## src/rtl/router_pkg.sv

```systemverilog
// Shared definitions for the router datapath register stage.
// Provides default bus widths, the check-mode enum and the per-word check step.
package router_pkg;

    localparam int unsigned DATA_W    = 8;
    localparam int unsigned ADDR_W    = 2;
    localparam int unsigned LEN_W     = DATA_W - ADDR_W;
    localparam logic [7:0]  CRC8_POLY = 8'h07;

    typedef enum logic {
        CHK_XOR  = 1'b0,
        CHK_CRC8 = 1'b1
    } chk_mode_e;

    // One accumulation step: XOR parity, or CRC-8 (init 0, MSB-first) over one byte.
    function automatic logic [7:0] chk_next(chk_mode_e mode, logic [7:0] acc, logic [7:0] word);
        logic [7:0] c;
        c = acc ^ word;
        if (mode == CHK_CRC8) begin
            for (int i = 0; i < 8; i++) begin
                c = c[7] ? ((c << 1) ^ CRC8_POLY) : (c << 1);
            end
        end
        return c;
    endfunction

endpackage

```

## src/rtl/router_chk_acc.sv

```systemverilog
// Packet check accumulator: folds header and payload words into chk_q and
// compares the running check against the trailing check word.
// Ports:
//   clock, resetn  clock / async active-low reset
//   clr            start of packet, clears the accumulator
//   lfd            seed accumulator with the header
//   upd            fold data into the accumulator
//   hdr, data      header word / payload word
//   word           check word to compare against
//   mismatch_c     combinational: chk_q != word
module router_chk_acc #(
    parameter int unsigned DATA_W   = 8,
    parameter int unsigned CHK_MODE = 0
) (
    input  logic              clock,
    input  logic              resetn,
    input  logic              clr,
    input  logic              lfd,
    input  logic              upd,
    input  logic [DATA_W-1:0] hdr,
    input  logic [DATA_W-1:0] data,
    input  logic [DATA_W-1:0] word,
    output logic              mismatch_c
);
    import router_pkg::*;

    logic [DATA_W-1:0] chk_q;
    logic [DATA_W-1:0] chk_d;

    // CRC mode is only meaningful for 8-bit words; XOR works at any width.
    function automatic logic [DATA_W-1:0] step(logic [DATA_W-1:0] acc, logic [DATA_W-1:0] w);
        if (CHK_MODE == 1) begin
            return DATA_W'(chk_next(CHK_CRC8, 8'(acc), 8'(w)));
        end
        return acc ^ w;
    endfunction

    // Next accumulator value; a new packet overrides everything else.
    always_comb begin
        chk_d = chk_q;
        if (clr) begin
            chk_d = '0;
        end else if (lfd) begin
            chk_d = step('0, hdr);
        end else if (upd) begin
            chk_d = step(chk_q, data);
        end
    end

    always_ff @(posedge clock or negedge resetn) begin
        if (!resetn) begin
            chk_q <= '0;
        end else begin
            chk_q <= chk_d;
        end
    end

    assign mismatch_c = (chk_q != word);

endmodule

```

## src/rtl/router_reg_param.sv

```systemverilog
// Datapath register stage of the 1x3 router: latches the header, steers
// header / payload / held word onto dout, checks the packet against its
// trailing check word and its header length, and counts bad packets.
// Ports:
//   clock, resetn       clock / async active-low reset
//   pkt_valid, data_in  incoming packet stream
//   fifo_full           selected output FIFO is full
//   rst_int_reg         clears low_pkt_valid
//   detect_add, lfd_state, ld_state, full_state, laf_state  input FSM state flags
//   dout                word to FIFO
//   parity_done         check word compared, err/len_err valid
//   low_pkt_valid       pkt_valid fell while loading data
//   err, len_err        check mismatch / payload count != header length
//   hdr_addr            address field of the latched header
//   err_cnt             saturating count of bad packets
module router_reg_param #(
    parameter int unsigned DATA_W   = router_pkg::DATA_W,
    parameter int unsigned ADDR_W   = router_pkg::ADDR_W,
    parameter int unsigned CHK_MODE = 0,
    parameter int unsigned CNT_W    = 8
) (
    input  logic              clock,
    input  logic              resetn,
    input  logic              pkt_valid,
    input  logic [DATA_W-1:0] data_in,
    input  logic              fifo_full,
    input  logic              rst_int_reg,
    input  logic              detect_add,
    input  logic              lfd_state,
    input  logic              ld_state,
    input  logic              full_state,
    input  logic              laf_state,
    output logic [DATA_W-1:0] dout,
    output logic              parity_done,
    output logic              low_pkt_valid,
    output logic              err,
    output logic              len_err,
    output logic [ADDR_W-1:0] hdr_addr,
    output logic [CNT_W-1:0]  err_cnt
);
    import router_pkg::*;

    localparam int unsigned HLEN_W = DATA_W - ADDR_W;
    localparam int unsigned PC_W   = HLEN_W + 1;

    logic [DATA_W-1:0] hdr_q;
    logic [DATA_W-1:0] hold_q;
    logic [PC_W-1:0]   pay_cnt;

    logic              hdr_ok_c;
    logic              upd_c;
    logic              cap_ld_c;
    logic              cap_laf_c;
    logic              cap_c;
    logic              chk_bad_c;
    logic              len_bad_c;
    logic [DATA_W-1:0] chk_word_c;

    // The all-ones address is reserved; such a header is not latched.
    assign hdr_ok_c   = detect_add & pkt_valid & (data_in[ADDR_W-1:0] != {ADDR_W{1'b1}});
    assign upd_c      = ld_state & pkt_valid & ~full_state;
    // Check word arrives live, or was parked in hold_q when the FIFO stalled it.
    assign cap_ld_c   = ld_state & ~pkt_valid & ~fifo_full;
    assign cap_laf_c  = laf_state & low_pkt_valid & ~parity_done;
    assign cap_c      = cap_ld_c | cap_laf_c;
    assign chk_word_c = cap_ld_c ? data_in : hold_q;
    assign len_bad_c  = (pay_cnt != {1'b0, hdr_q[DATA_W-1:ADDR_W]});
    assign hdr_addr   = hdr_q[ADDR_W-1:0];

    router_chk_acc #(
        .DATA_W   (DATA_W),
        .CHK_MODE (CHK_MODE)
    ) u_chk (
        .clock      (clock),
        .resetn     (resetn),
        .clr        (detect_add),
        .lfd        (lfd_state),
        .upd        (upd_c),
        .hdr        (hdr_q),
        .data       (data_in),
        .word       (chk_word_c),
        .mismatch_c (chk_bad_c)
    );

    // Datapath and status registers.
    always_ff @(posedge clock or negedge resetn) begin
        if (!resetn) begin
            hdr_q         <= '0;
            hold_q        <= '0;
            pay_cnt       <= '0;
            dout          <= '0;
            parity_done   <= 1'b0;
            low_pkt_valid <= 1'b0;
            err           <= 1'b0;
            len_err       <= 1'b0;
            err_cnt       <= '0;
        end else begin
            if (hdr_ok_c) begin
                hdr_q <= data_in;
            end
            if (ld_state & fifo_full) begin
                hold_q <= data_in;
            end

            if (lfd_state) begin
                dout <= hdr_q;
            end else if (ld_state & ~fifo_full) begin
                dout <= data_in;
            end else if (laf_state) begin
                dout <= hold_q;
            end

            if (detect_add) begin
                pay_cnt <= '0;
            end else if (upd_c && (pay_cnt != {PC_W{1'b1}})) begin
                pay_cnt <= pay_cnt + PC_W'(1);
            end

            if (rst_int_reg) begin
                low_pkt_valid <= 1'b0;
            end else if (ld_state & ~pkt_valid) begin
                low_pkt_valid <= 1'b1;
            end

            // A new header takes precedence over a coincident capture.
            if (detect_add) begin
                parity_done <= 1'b0;
                err         <= 1'b0;
                len_err     <= 1'b0;
            end else if (cap_c) begin
                parity_done <= 1'b1;
                err         <= chk_bad_c;
                len_err     <= len_bad_c;
                if ((chk_bad_c | len_bad_c) && (err_cnt != {CNT_W{1'b1}})) begin
                    err_cnt <= err_cnt + CNT_W'(1);
                end
            end
        end
    end

endmodule

```

## config.mk

```make
export PLATFORM = sky130hd
export DESIGN_NAME = router_reg_param
export DESIGN_NICKNAME = d
export VERILOG_FILES = /design/src/rtl/router_pkg.sv /design/src/rtl/router_chk_acc.sv /design/src/rtl/router_reg_param.sv
export SDC_FILE = /design/constraint.sdc
export NUM_CORES = 1
export LEC_CHECK = 0
export CAP_MARGIN = 15
export CELL_PAD_IN_SITES_DETAIL_PLACEMENT = 0
export CELL_PAD_IN_SITES_GLOBAL_PLACEMENT = 2
export CORE_MARGIN = 2
export CORE_UTILIZATION = 34
export CTS_CLUSTER_SIZE = 20
export DETAILED_ROUTE_END_ITERATION = 8
export PLACE_DENSITY = 0.89
export SYNTH_ARGS = -nofsm -noshare
export SYNTH_HDL_FRONTEND = slang
export SYNTH_SLANG_ARGS = --single-unit
```

## constraint.sdc

```tcl
create_clock -name clock -period 2.31 [get_ports clock]
set_input_delay 0.3465 -clock clock [delete_from_list [all_inputs] [get_ports clock]]
set_output_delay 0.3465 -clock clock [all_outputs]
set_load 0.01 [all_outputs]
```

==> run_results.csv, run 1 <==
group,metric,value,unit
place,place_area,0.00328,mm²
routing,drt_first_pass_iters,4,
routing,wirelength,6540,µm
routing,drtIter0Drc,112,
yosys,yosysUniqueCellTypes,40,
finish,seq_area,0.00128,mm²
floorplanning,die_w,92.0,µm
worst_setup_path,end_kind,"flip-flop",
clock_network,cts_tree,"yes",
sta,worstMarginPinSlew,0.583,ns
clock_network,numCtsBuffers,5,
sta,fin_hold_ws,0.0194,ns
worst_setup_path,r2r_slack,0.18,ns
floorplanning,fp-row-count,32,
finish,final_nets,330,
worst_setup_path,arrival,2.34,ns
worst_hold_path,min_path_type,"primary input to asynchronous set/reset pin",
routing,routedWlPerCell,15.8,µm
finish,diodes,0,
status,status,"finished clean",
floorplanning,floorplan.die.height,92.0,µm
worst_setup_path,reg2reg_depth,6,
yosys,ys.flop_type,"dfrtp_1",
yosys,synth.ff_latch_count,51,
floorplanning,ios,40,
floorplanning,start_util,0.346,
worst_setup_path,critical_path.max_stage_delay,0.53,ns
clock_network,htreeDepth,2,
clock_network,path_clk_slew,0.10,ns
routing,viasPerCell,5.00,
run,drv_cap,0,
worst_setup_path,startpoint_type,"flip-flop",
place,dp_hpwl,4740,µm
worst_setup_path,crit_buf_inv,0,
worst_setup_path,worst_path_max_delay_cell,"or4_4",
worst_setup_path,regToRegStartpoint,"pay_cnt[1]$_DFFE_PN0P_",
yosys,synth-edff-count,0,
yosys,yosysWarnings,0,
sta,finalSetupViolCount,0,
finish,multi_input_area,0.00127,mm²
power_and_ir_drop,p_leak,1.42,nW
global_routing,grt_max_degree,32,
power_and_ir_drop,irDropWorstVdd,0.421,mV
clock_network,cts_buffer_depth,2,
worst_setup_path,cp_max_fo,8,
sta,finClkSkew,0.00890,ns
floorplanning,dieArea,0.00847,mm²
worst_setup_path,critical_path_class,"flip-flop to flip-flop",
global_routing,overflow,0,
sta,hold_viol,0,
global_routing,grt_pass1_vias,2121,
place,port_buffers,39,
clock_network,cts_setup_buffers,0,
worst_setup_path,path_cells,"xor2_1 > or4_4 > nor4_4 > o2111a_2 > a21oi_4 > mux2_4",
yosys,async_flop_share,1.00,
global_routing,antenna_found_initial,0,
clock_network,clock_latency,0.31,ns
finish,stdcell_area,0.00342,mm²
global_routing,grt_pass1_wl,11100,µm
finish,fillers,747,
power_and_ir_drop,p_per_area,744,mW/mm²
global_routing,gr-usage-all-layers,0.167,
worst_setup_path,worstReg2RegEnd,"err_cnt[1]$_DFFE_PN0P_",
clock_network,clkSinkCount,51,
worst_setup_path,path_depth,6,
worst_setup_path,endpoint,"err_cnt[1]$_DFFE_PN0P_",
sta,rsz0062_at_grt,"no",
sta,layout_setup_ws,0.180,ns
yosys,synth.avg_cell_area,10.5,µm²
worst_setup_path,crit_family,"simple AND/OR/NAND/NOR gates",
sta,max_freq,0.469,GHz
sta,post-route-period-util,0.922,
worst_setup_path,startpoint,"pay_cnt[1]$_DFFE_PN0P_",
yosys,syn_nets,271,
sta,slew_violations,0,
yosys,syn-cell-area,0.00263,mm²
place,pre_cts_ws,-0.121,ns
clock_network,cts.hold.buffers_added,0,
sta,period_needed,2.13,ns
sta,slew_headroom,0.611,
floorplanning,core-area,0.00761,mm²
place,place_congestion,0.882,
finish,drive_gt1_frac,0.180,
yosys,yosysSeqAreaShare,0.485,
finish,area_delta_synth_final,29.8,%
clock_network,root_buffer,"clkbuf_8",
routing,via_count,2064,
routing,ant_nets,0,
worst_setup_path,worst_ep_required_time,2.51,ns
routing,drc,0,
clock_network,ctsResizeCount,0,
yosys,synth_cells,251,
-- per-layer routing --
layer | wire (µm) | vias up | global-route usage
li1 | - | 1007 | -
met1 | 3110 | 1008 | 0.232
met2 | 3090 | 37 | 0.265
met3 | 237 | 12 | 0.0279
met4 | 107 | 0 | 0.0547
met5 | 0 | - | 0
-- where the power goes --
part | leakage [nW] | total (W) | internal [W] | switching [W]
clock network | 0.0644 | 0.000751 | 0.000432 | 0.000319
logic | 0.722 | 0.000646 | 0.000361 | 0.000285
registers | 0.639 | 0.00115 | 0.00102 | 0.000130
-- how the worst min path moves through the flow --
stage / startpoint / end / slack [ns] / cells past startpoint
final: resetn / hold_q[1]$_DFFE_PN0P_ / 0.02 / 1
after global routing: resetn / hold_q[1]$_DFFE_PN0P_ / 0.05 / 1
after CTS: resetn / hold_q[1]$_DFFE_PN0P_ / 0.04 / 1
after detailed placement: resetn / hold_q[1]$_DFFE_PN0P_ / 0.39 / 1
after global placement: resetn / hold_q[1]$_DFFE_PN0P_ / 0.38 / 1
after floorplan: resetn / dout[0]$_DFFE_PN0P_ / 0.05 / 0
-- cell usage in the layout (no fill, tap or decap), types with 9 or more instances in the layout --
| master | instances |
|---|---|
| dfrtp_1 | 51 |
| clkdlybuf4s50_1 | 38 |
| nor2_1 | 28 |
| buf_4 | 23 |
| nand2_1 | 20 |
| xnor2_1 | 17 |
| mux2_2 | 14 |
| xor2_1 | 13 |
| o22ai_1 | 12 |
| a21oi_1 | 11 |
| o21ai_0 | 9 |
-- layout make-up --
type	count	area share
sequential	51	0.373
multi-input combinational	181	0.372
timing repair buffer	63	0.169
tap	102	0.0373
clock buffer	5	0.0201
clock inverter	3	0.0198
inverter	8	0.00878
-- cell usage after synthesis, types with 2 or more instances --
master,count,area share
o22ai_1,12,0.029
nand2_1,20,0.029
and3_1,4,0.0095
mux2i_1,7,0.027
ha_1,2,0.0095
xnor2_1,17,0.057
dfrtp_1,51,0.48
nor2_1,28,0.040
o21ai_0,9,0.017
nand3_1,2,0.0038
nand4_1,7,0.017
a21oi_1,11,0.021
clkbuf_1,7,0.010
nand3b_1,8,0.023
xor2_1,13,0.043
inv_1,8,0.011
mux2_2,14,0.060
buf_4,2,0.0057
a211oi_1,8,0.023
-- sequential cells by signal (all words and copies together), names as in the netlist --
name,count
dout,8
err,1
err_cnt,8
hdr_q,8
hold_q,8
len_err,1
low_pkt_valid,1
parity_done,1
pay_cnt,7
u_chk.chk_q,8
-- kinds of logic after synthesis --
logic type,synth area share
flops,0.485
buf+inv,0.0328
compound gates,0.127
xor+xnor,0.0998
fa+ha+maj,0.00950
simple gates,0.154
mux,0.0922
-- stage by stage --
| stage | instances | power, W | util | TNS [ns] |
|---|---|---|---|---|
| after detailed placement | 405 | 0.00182 | 0.432 | -0.594 |
| after global routing | 413 | 0.00269 | 0.450 | 0 |
| after CTS | 413 | 0.00257 | 0.450 | 0 |
| final | 413 | 0.00254 | 0.450 | 0 |
| after global placement | 405 | 0.00180 | 0.432 | -0.381 |
| after floorplan | 251 | 0.00149 | - | 0 |
Power figures use the tool's default switching activity.
==> inputs of run 2 (changes only) <==
--- a/config.mk
+++ b/config.mk
@@ -5,14 +5,15 @@
 export SDC_FILE = /design/constraint.sdc
 export NUM_CORES = 1
 export LEC_CHECK = 0
+export ABC_AREA = 1
 export CAP_MARGIN = 15
 export CELL_PAD_IN_SITES_DETAIL_PLACEMENT = 0
 export CELL_PAD_IN_SITES_GLOBAL_PLACEMENT = 2
 export CORE_MARGIN = 2
-export CORE_UTILIZATION = 34
+export CORE_UTILIZATION = 32
 export CTS_CLUSTER_SIZE = 20
 export DETAILED_ROUTE_END_ITERATION = 8
-export PLACE_DENSITY = 0.89
+export PLACE_DENSITY = 0.91
 export SYNTH_ARGS = -nofsm -noshare
 export SYNTH_HDL_FRONTEND = slang
 export SYNTH_SLANG_ARGS = --single-unit
==> run_results.csv, run 2 <==
group,metric,value,unit
sta,slew_headroom,0.611,
place,port_buffers,39,
sta,rsz0062_at_grt,"no",
yosys,synth.avg_cell_area,7.99,µm²
clock_network,numCtsBuffers,5,
finish,area_delta_synth_final,24.5,%
global_routing,overflow,0,
floorplanning,ios,40,
power_and_ir_drop,p_per_area,636,mW/mm²
yosys,yosys.area.top_type_share,0.457,
power_and_ir_drop,p_leak,1.60,nW
sta,finalSetupViolCount,0,
worst_setup_path,startpoint_type,"primary input",
finish,final_cell_mix,"nand2_1 (105), dfrtp_1 (51), clkdlybuf4s50_1 (38)",
worst_setup_path,worstReg2RegEnd,"pay_cnt[5]$_DFFE_PN0P_",
routing,drtIter0Drc,143,
clock_network,root_buffer,"clkbuf_8",
sta,hold_viol,0,
place,place_congestion,0.814,
worst_setup_path,path_depth,13,
worst_setup_path,reg2reg_depth,10,
worst_setup_path,critical_path.max_stage_delay,0.57,ns
clock_network,cts_setup_buffers,0,
power_and_ir_drop,irDropWorstVdd,0.226,mV
clock_network,ctsResizeCount,0,
global_routing,gr-usage-all-layers,0.160,
worst_setup_path,end_kind,"flip-flop",
global_routing,antenna_found_initial,0,
yosys,synth.largest_area_cell,"dfrtp_1",
worst_setup_path,worst_path_max_delay_cell,"clkdlybuf4s50_1",
worst_setup_path,regToRegStartpoint,"pay_cnt[0]$_DFFE_PN0P_",
worst_setup_path,worst_ep_required_time,2.55,ns
yosys,syn_nets,369,
clock_network,clock_latency,0.30,ns
yosys,synth.ff_latch_count,51,
yosys,async_flop_share,1.00,
worst_setup_path,startpoint,"ld_state",
place,dp.cells,502,
finish,stdcell_count,511,
routing,viasPerCell,4.87,
worst_hold_path,min_path_type,"primary input to asynchronous set/reset pin",
floorplanning,fp-row-count,34,
routing,ant_nets,0,
sta,slew_violations,0,
yosys,yosys-top-cells-count,"nand2_1 (105), dfrtp_1 (51), inv_1 (31)",
finish,final_nets,422,
finish,drive_gt1_frac,0.0893,
worst_setup_path,r2r_slack,0.66,ns
yosys,synth-edff-count,0,
sta,tns,0,ns
clock_network,clkSinkCount,51,
sta,finClkSkew,0.0100,ns
sta,period_needed,1.93,ns
yosys,synth_most_common_cell,"nand2_1",
finish,layout_commonest_cell,"nand2_1",
worst_setup_path,crit_buf_inv,1,
sta,max_freq,0.518,GHz
yosys,synth_cells,349,
finish,stdcell_area,0.00347,mm²
floorplanning,core-area,0.00859,mm²
routing,wirelength,7280,µm
worst_setup_path,endpoint,"err_cnt[4]$_DFFE_PN0P_",
yosys,ys.flop_type,"dfrtp_1",
global_routing,grt_pass1_vias,2414,
worst_setup_path,path_cells,"clkdlybuf4s50_1 > nand2_2 > nor2_4 > nand2_1 > nand2_1 > nand2_1 > nand2_1 > nand2_1 > nor2_2 > nand3_4 > nand3_4 > nand2_1 > nand2_1",
floorplanning,start_util,0.325,
yosys,syn-cell-area,0.00279,mm²
status,status,"finished clean",
floorplanning,dieArea,0.00948,mm²
worst_setup_path,arrival,2.17,ns
routing,routedWlPerCell,14.3,µm
finish,fillers,888,
global_routing,grt_pass1_wl,12200,µm
floorplanning,floorplan.die.height,97.4,µm
clock_network,cts_buffer_depth,2,
worst_setup_path,critical_path_class,"primary input to flip-flop",
worst_setup_path,cp_max_fo,9,
yosys,yosysSeqAreaShare,0.457,
worst_setup_path,cpMostUsedCell,"nand2_1",
run,drv_cap,0,
yosys,synth_area_leaders,"dfrtp_1 (46%), nand2_1 (14%), inv_1 (4.2%)",
clock_network,cts_tree,"yes",
floorplanning,die_w,97.4,µm
clock_network,htreeDepth,2,
routing,via_count,2491,
routing,drc,0,
finish,diodes,0,
place,place_area,0.00338,mm²
sta,worstMarginPinSlew,0.582,ns
yosys,yosysWarnings,0,
place,dp_hpwl,5490,µm
clock_network,path_clk_slew,0.09,ns
yosys,yosysUniqueCellTypes,31,
routing,drt_first_pass_iters,4,
sta,post-route-period-util,0.836,
worst_setup_path,crit_family,"simple AND/OR/NAND/NOR gates",
global_routing,grt_max_degree,21,
## run 2: cell types whose count changed in the layout (fill, tap and decap cells not counted), moves of 10 or more
cell	previous run	this run
mux2_2	14	0
nand2_1	20	105
nand3_1	2	17
xnor2_1	17	7
o21ai_0	9	19
inv_1	8	31
## run 2: routing by layer
layer / global-route usage / wire [µm]
met1: 0.224 / 3480
met2: 0.258 / 3450
met3: 0.0288 / 290
met4: 0.0385 / 61
met5: 0 / 0
## run 2: power by group
| group | internal (W) | total (W) | switching [W] |
|---|---|---|---|
| combinational | 0.000291 | 0.000588 | 0.000297 |
| clock | 0.000213 | 0.000497 | 0.000283 |
| sequential | 0.00100 | 0.00113 | 0.000123 |
## run 2: logic make-up (layout without fill, tap and decap cells)
family                     after synthesis  count (layout)  share of synthesized area
buffers and inverters                   43              97                     0.0605
xor gates and xnor gates                20              20                     0.0628
AOI/OAI and AO/OA                       61              61                      0.134
adders and majority gates                2               2                    0.00897
and+or+nand+nor                        172             172                      0.276
DFF                                     51              51                      0.457
## run 2: through the flow
| step | setup slack [ns] | power [W] | util | hold slack [ns] |
|---|---|---|---|---|
| floorplan | 0.854 | 0.00144 | - | 0.0509 |
| global placement | 0.0767 | 0.00173 | 0.394 | 0.317 |
| detailed placement | 0.0626 | 0.00173 | 0.394 | 0.314 |
| CTS | 0.372 | 0.00224 | 0.404 | 0.519 |
| global route | 0.131 | 0.00235 | 0.404 | 0.539 |
| finish | 0.378 | 0.00221 | 0.404 | 0.506 |
## run 2: repair_timing
item                                    in CTS  in global routing
hold buffers                                 1                  0
hold endpoints to repair                    17                  0
endpoints found under the setup margin       0                  0
## run 2: area by class of cell
cell class              count  area, µm²  area share
well taps                 108        135      0.0389
inverters                  34        128      0.0367
multi-input cells         255       1350       0.387
clock buffers               7       76.3      0.0220
clock inverters             1       5.00     0.00144
flip-flops and latches     51       1280       0.367
repair buffers             55        508       0.146
## run 2: worst min path at each step
stage	start	endpoint	slack, ns	cells after the start
4_1_cts	resetn	hold_q[1]$_DFFE_PN0P_	0.52	2
5_1_grt	resetn	hold_q[1]$_DFFE_PN0P_	0.54	2
2_1_floorplan	resetn	dout[0]$_DFFE_PN0P_	0.05	0
3_5_place_dp	resetn	err_cnt[6]$_DFFE_PN0P_	0.31	1
3_3_place_gp	resetn	err_cnt[6]$_DFFE_PN0P_	0.32	1
6_report	resetn	hold_q[1]$_DFFE_PN0P_	0.51	2
==> inputs of run 3 (changes only) <==
--- a/config.mk
+++ b/config.mk
@@ -10,10 +10,10 @@
 export CELL_PAD_IN_SITES_DETAIL_PLACEMENT = 0
 export CELL_PAD_IN_SITES_GLOBAL_PLACEMENT = 2
 export CORE_MARGIN = 2
-export CORE_UTILIZATION = 32
+export CORE_UTILIZATION = 29
 export CTS_CLUSTER_SIZE = 20
 export DETAILED_ROUTE_END_ITERATION = 8
-export PLACE_DENSITY = 0.91
+export PLACE_DENSITY = 0.87
 export SYNTH_ARGS = -nofsm -noshare
 export SYNTH_HDL_FRONTEND = slang
 export SYNTH_SLANG_ARGS = --single-unit
==> constraint.sdc (replaced) <==
create_clock -name clock -period 1.7 [get_ports clock]
set_input_delay 0.255 -clock clock [delete_from_list [all_inputs] [get_ports clock]]
set_output_delay 0.255 -clock clock [all_outputs]
set_load 0.01 [all_outputs]
==> run_results.csv, run 3 (synthesized netlist as in run 2, its figures left out) <==
group,metric,value,unit
clock_network,root_buffer,"clkbuf_8",
routing,dr.max_layer_used,"met4",
global_routing,grt_pass1_vias,2552,
worst_setup_path,arrival,1.37,ns
global_routing,antenna_found_initial,0,
routing,drt_first_pass_iters,4,
worst_setup_path,critical_path.max_stage_delay,0.58,ns
routing,met2_length,3770,µm
routing,routedWlPerCell,14.1,µm
floorplanning,ios,40,
routing,viasPerCell,4.69,
worst_hold_path,min_path_type,"primary input to asynchronous set/reset pin",
sta,worstMarginPinSlew,0.513,ns
clock_network,clkSinkCount,51,
finish,area_delta_synth_final,34.3,%
global_routing,overflow,0,
finish,layout_commonest_cell,"nand2_1",
routing,ant_nets,0,
sta,hold_viol,0,
worst_setup_path,crit_buf_inv,1,
clock_network,htreeDepth,2,
power_and_ir_drop,total_power,0.00307,W
power_and_ir_drop,p_per_area,821,mW/mm²
floorplanning,dieArea,0.0104,mm²
routing,drc,0,
sta,slew_headroom,0.658,
worst_setup_path,end_kind,"primary output",
clock_network,numCtsBuffers,5,
global_routing,grt_pass1_wl,12900,µm
floorplanning,die_w,102,µm
place,dp_hpwl,5790,µm
finish,final_nets,445,
clock_network,clock_latency,0.30,ns
finish,final_cell_mix,"nand2_1 (99), dfrtp_1 (51), clkdlybuf4s50_1 (35)",
worst_setup_path,startpoint_type,"flip-flop",
place,dp.cells,541,
power_and_ir_drop,p_leak,1.72,nW
finish,diodes,0,
floorplanning,core-area,0.00928,mm²
clock_network,cts_buffer_depth,2,
run,drv_cap,0,
routing,drtIter0Drc,99,
finish,multi_input_area,0.00139,mm²
worst_setup_path,worst_ep_required_time,1.44,ns
finish,seq_area,0.00128,mm²
finish,stdcell_count,553,
clock_network,path_clk_slew,0.09,ns
sta,period_needed,1.62,ns
routing,wirelength,7780,µm
floorplanning,fp-row-count,35,
worst_setup_path,critical_path_class,"flip-flop to primary output",
worst_setup_path,crit_family,"buffers and inverters",
global_routing,grt_max_degree,37,
global_routing,gr-usage-all-layers,0.161,
worst_setup_path,worst_path_max_delay_cell,"clkdlybuf4s50_1",
worst_setup_path,cp_max_fo,7,
routing,wl_met1,3570,µm
floorplanning,start_util,0.301,
place,port_buffers,39,
status,status,"finished clean",
worst_setup_path,path_cells,"clkdlybuf4s50_1",
sta,finClkSkew,0.00408,ns
routing,dr_wl_met3,386,µm
floorplanning,floorplan.die.height,102,µm
sta,slew_violations,0,
routing,via_count,2592,
sta,tns,0,ns
sta,rsz0062_at_grt,"yes",
finish,drive_gt1_frac,0.158,
clock_network,cts_tree,"yes",
sta,finalSetupViolCount,0,
sta,max_freq,0.617,GHz
power_and_ir_drop,irDropWorstVdd,0.381,mV
place,place_congestion,0.808,
sta,post-route-period-util,0.953,
finish,fillers,967,
[run 3: cell count changes in the layout (fill, tap and decap cells not counted), moves of 2 or more]
cell	before	now
buf_4	15	33
nand2_1	105	99
nand2_2	1	7
buf_12	0	4
clkdlybuf4s50_1	38	35
dlygate4sd2_1	0	2
nor2_4	2	4
[run 3: path summary, 6_finish.rpt]
check	startpoint	endpoint	slack [ns]	cells after the start
min in group clock	ld_state	low_pkt_valid$_DFFE_PN0P_	0.44	4
hold reg to reg	len_err$_DFFE_PN0P_	len_err$_DFFE_PN0P_	0.49	2
setup reg to reg	pay_cnt[1]$_DFFE_PN0P_	pay_cnt[4]$_DFFE_PN0P_	0.19	10
hold / removal	resetn	pay_cnt[3]$_DFFE_PN0P_	0.42	2
setup / recovery	err_cnt[2]$_DFFE_PN0P_	err_cnt[2]	0.08	1
max in group asynchronous	resetn	hold_q[1]$_DFFE_PN0P_	0.75	3
[run 3: what timing repair did]
item,in CTS,in global routing
resized for setup,6,10
buffers inserted,2,2
setup endpoints to repair,9,13
gates cloned,1,0
hold endpoints to repair,15,0
pin swaps,4,4
hold buffers,1,0
[run 3: where the power goes]
part           internal (W)  switching, W  total [W]
Combinational      0.000446      0.000441   0.000887
Sequential          0.00136      0.000160    0.00152
Clock              0.000276      0.000390   0.000666
[run 3: through the flow]
step / util / hold slack, ns / setup WS, ns / cell area (µm²)
final: 0.404 / 0.418 / 0.0798 / 3750
after global routing: 0.404 / 0.448 / -0.00178 / 3750
after CTS: 0.400 / 0.423 / 0.0239 / 3710
after detailed placement: 0.387 / 0.223 / -0.510 / 3590
after global placement: 0.387 / 0.220 / -0.425 / 3590
after floorplan: - / -0.0406 / 0.276 / 2790
[run 3: layer usage]
metal / up-vias / track usage
met5: - / 0
met3: 4 / 0.0280
met1: 1222 / 0.219
li1: 1314 / -
met4: 0 / 0.0328
met2: 52 / 0.269
[run 3: area by class of cell]
| cell class | count | area share |
|---|---|---|
| Clock buffer | 6 | 0.0194 |
| Inverter | 34 | 0.0341 |
| Multi-Input combinational cell | 256 | 0.372 |
| Sequential cell | 51 | 0.341 |
| Tap cell | 129 | 0.0431 |
| Timing Repair Buffer | 77 | 0.191 |
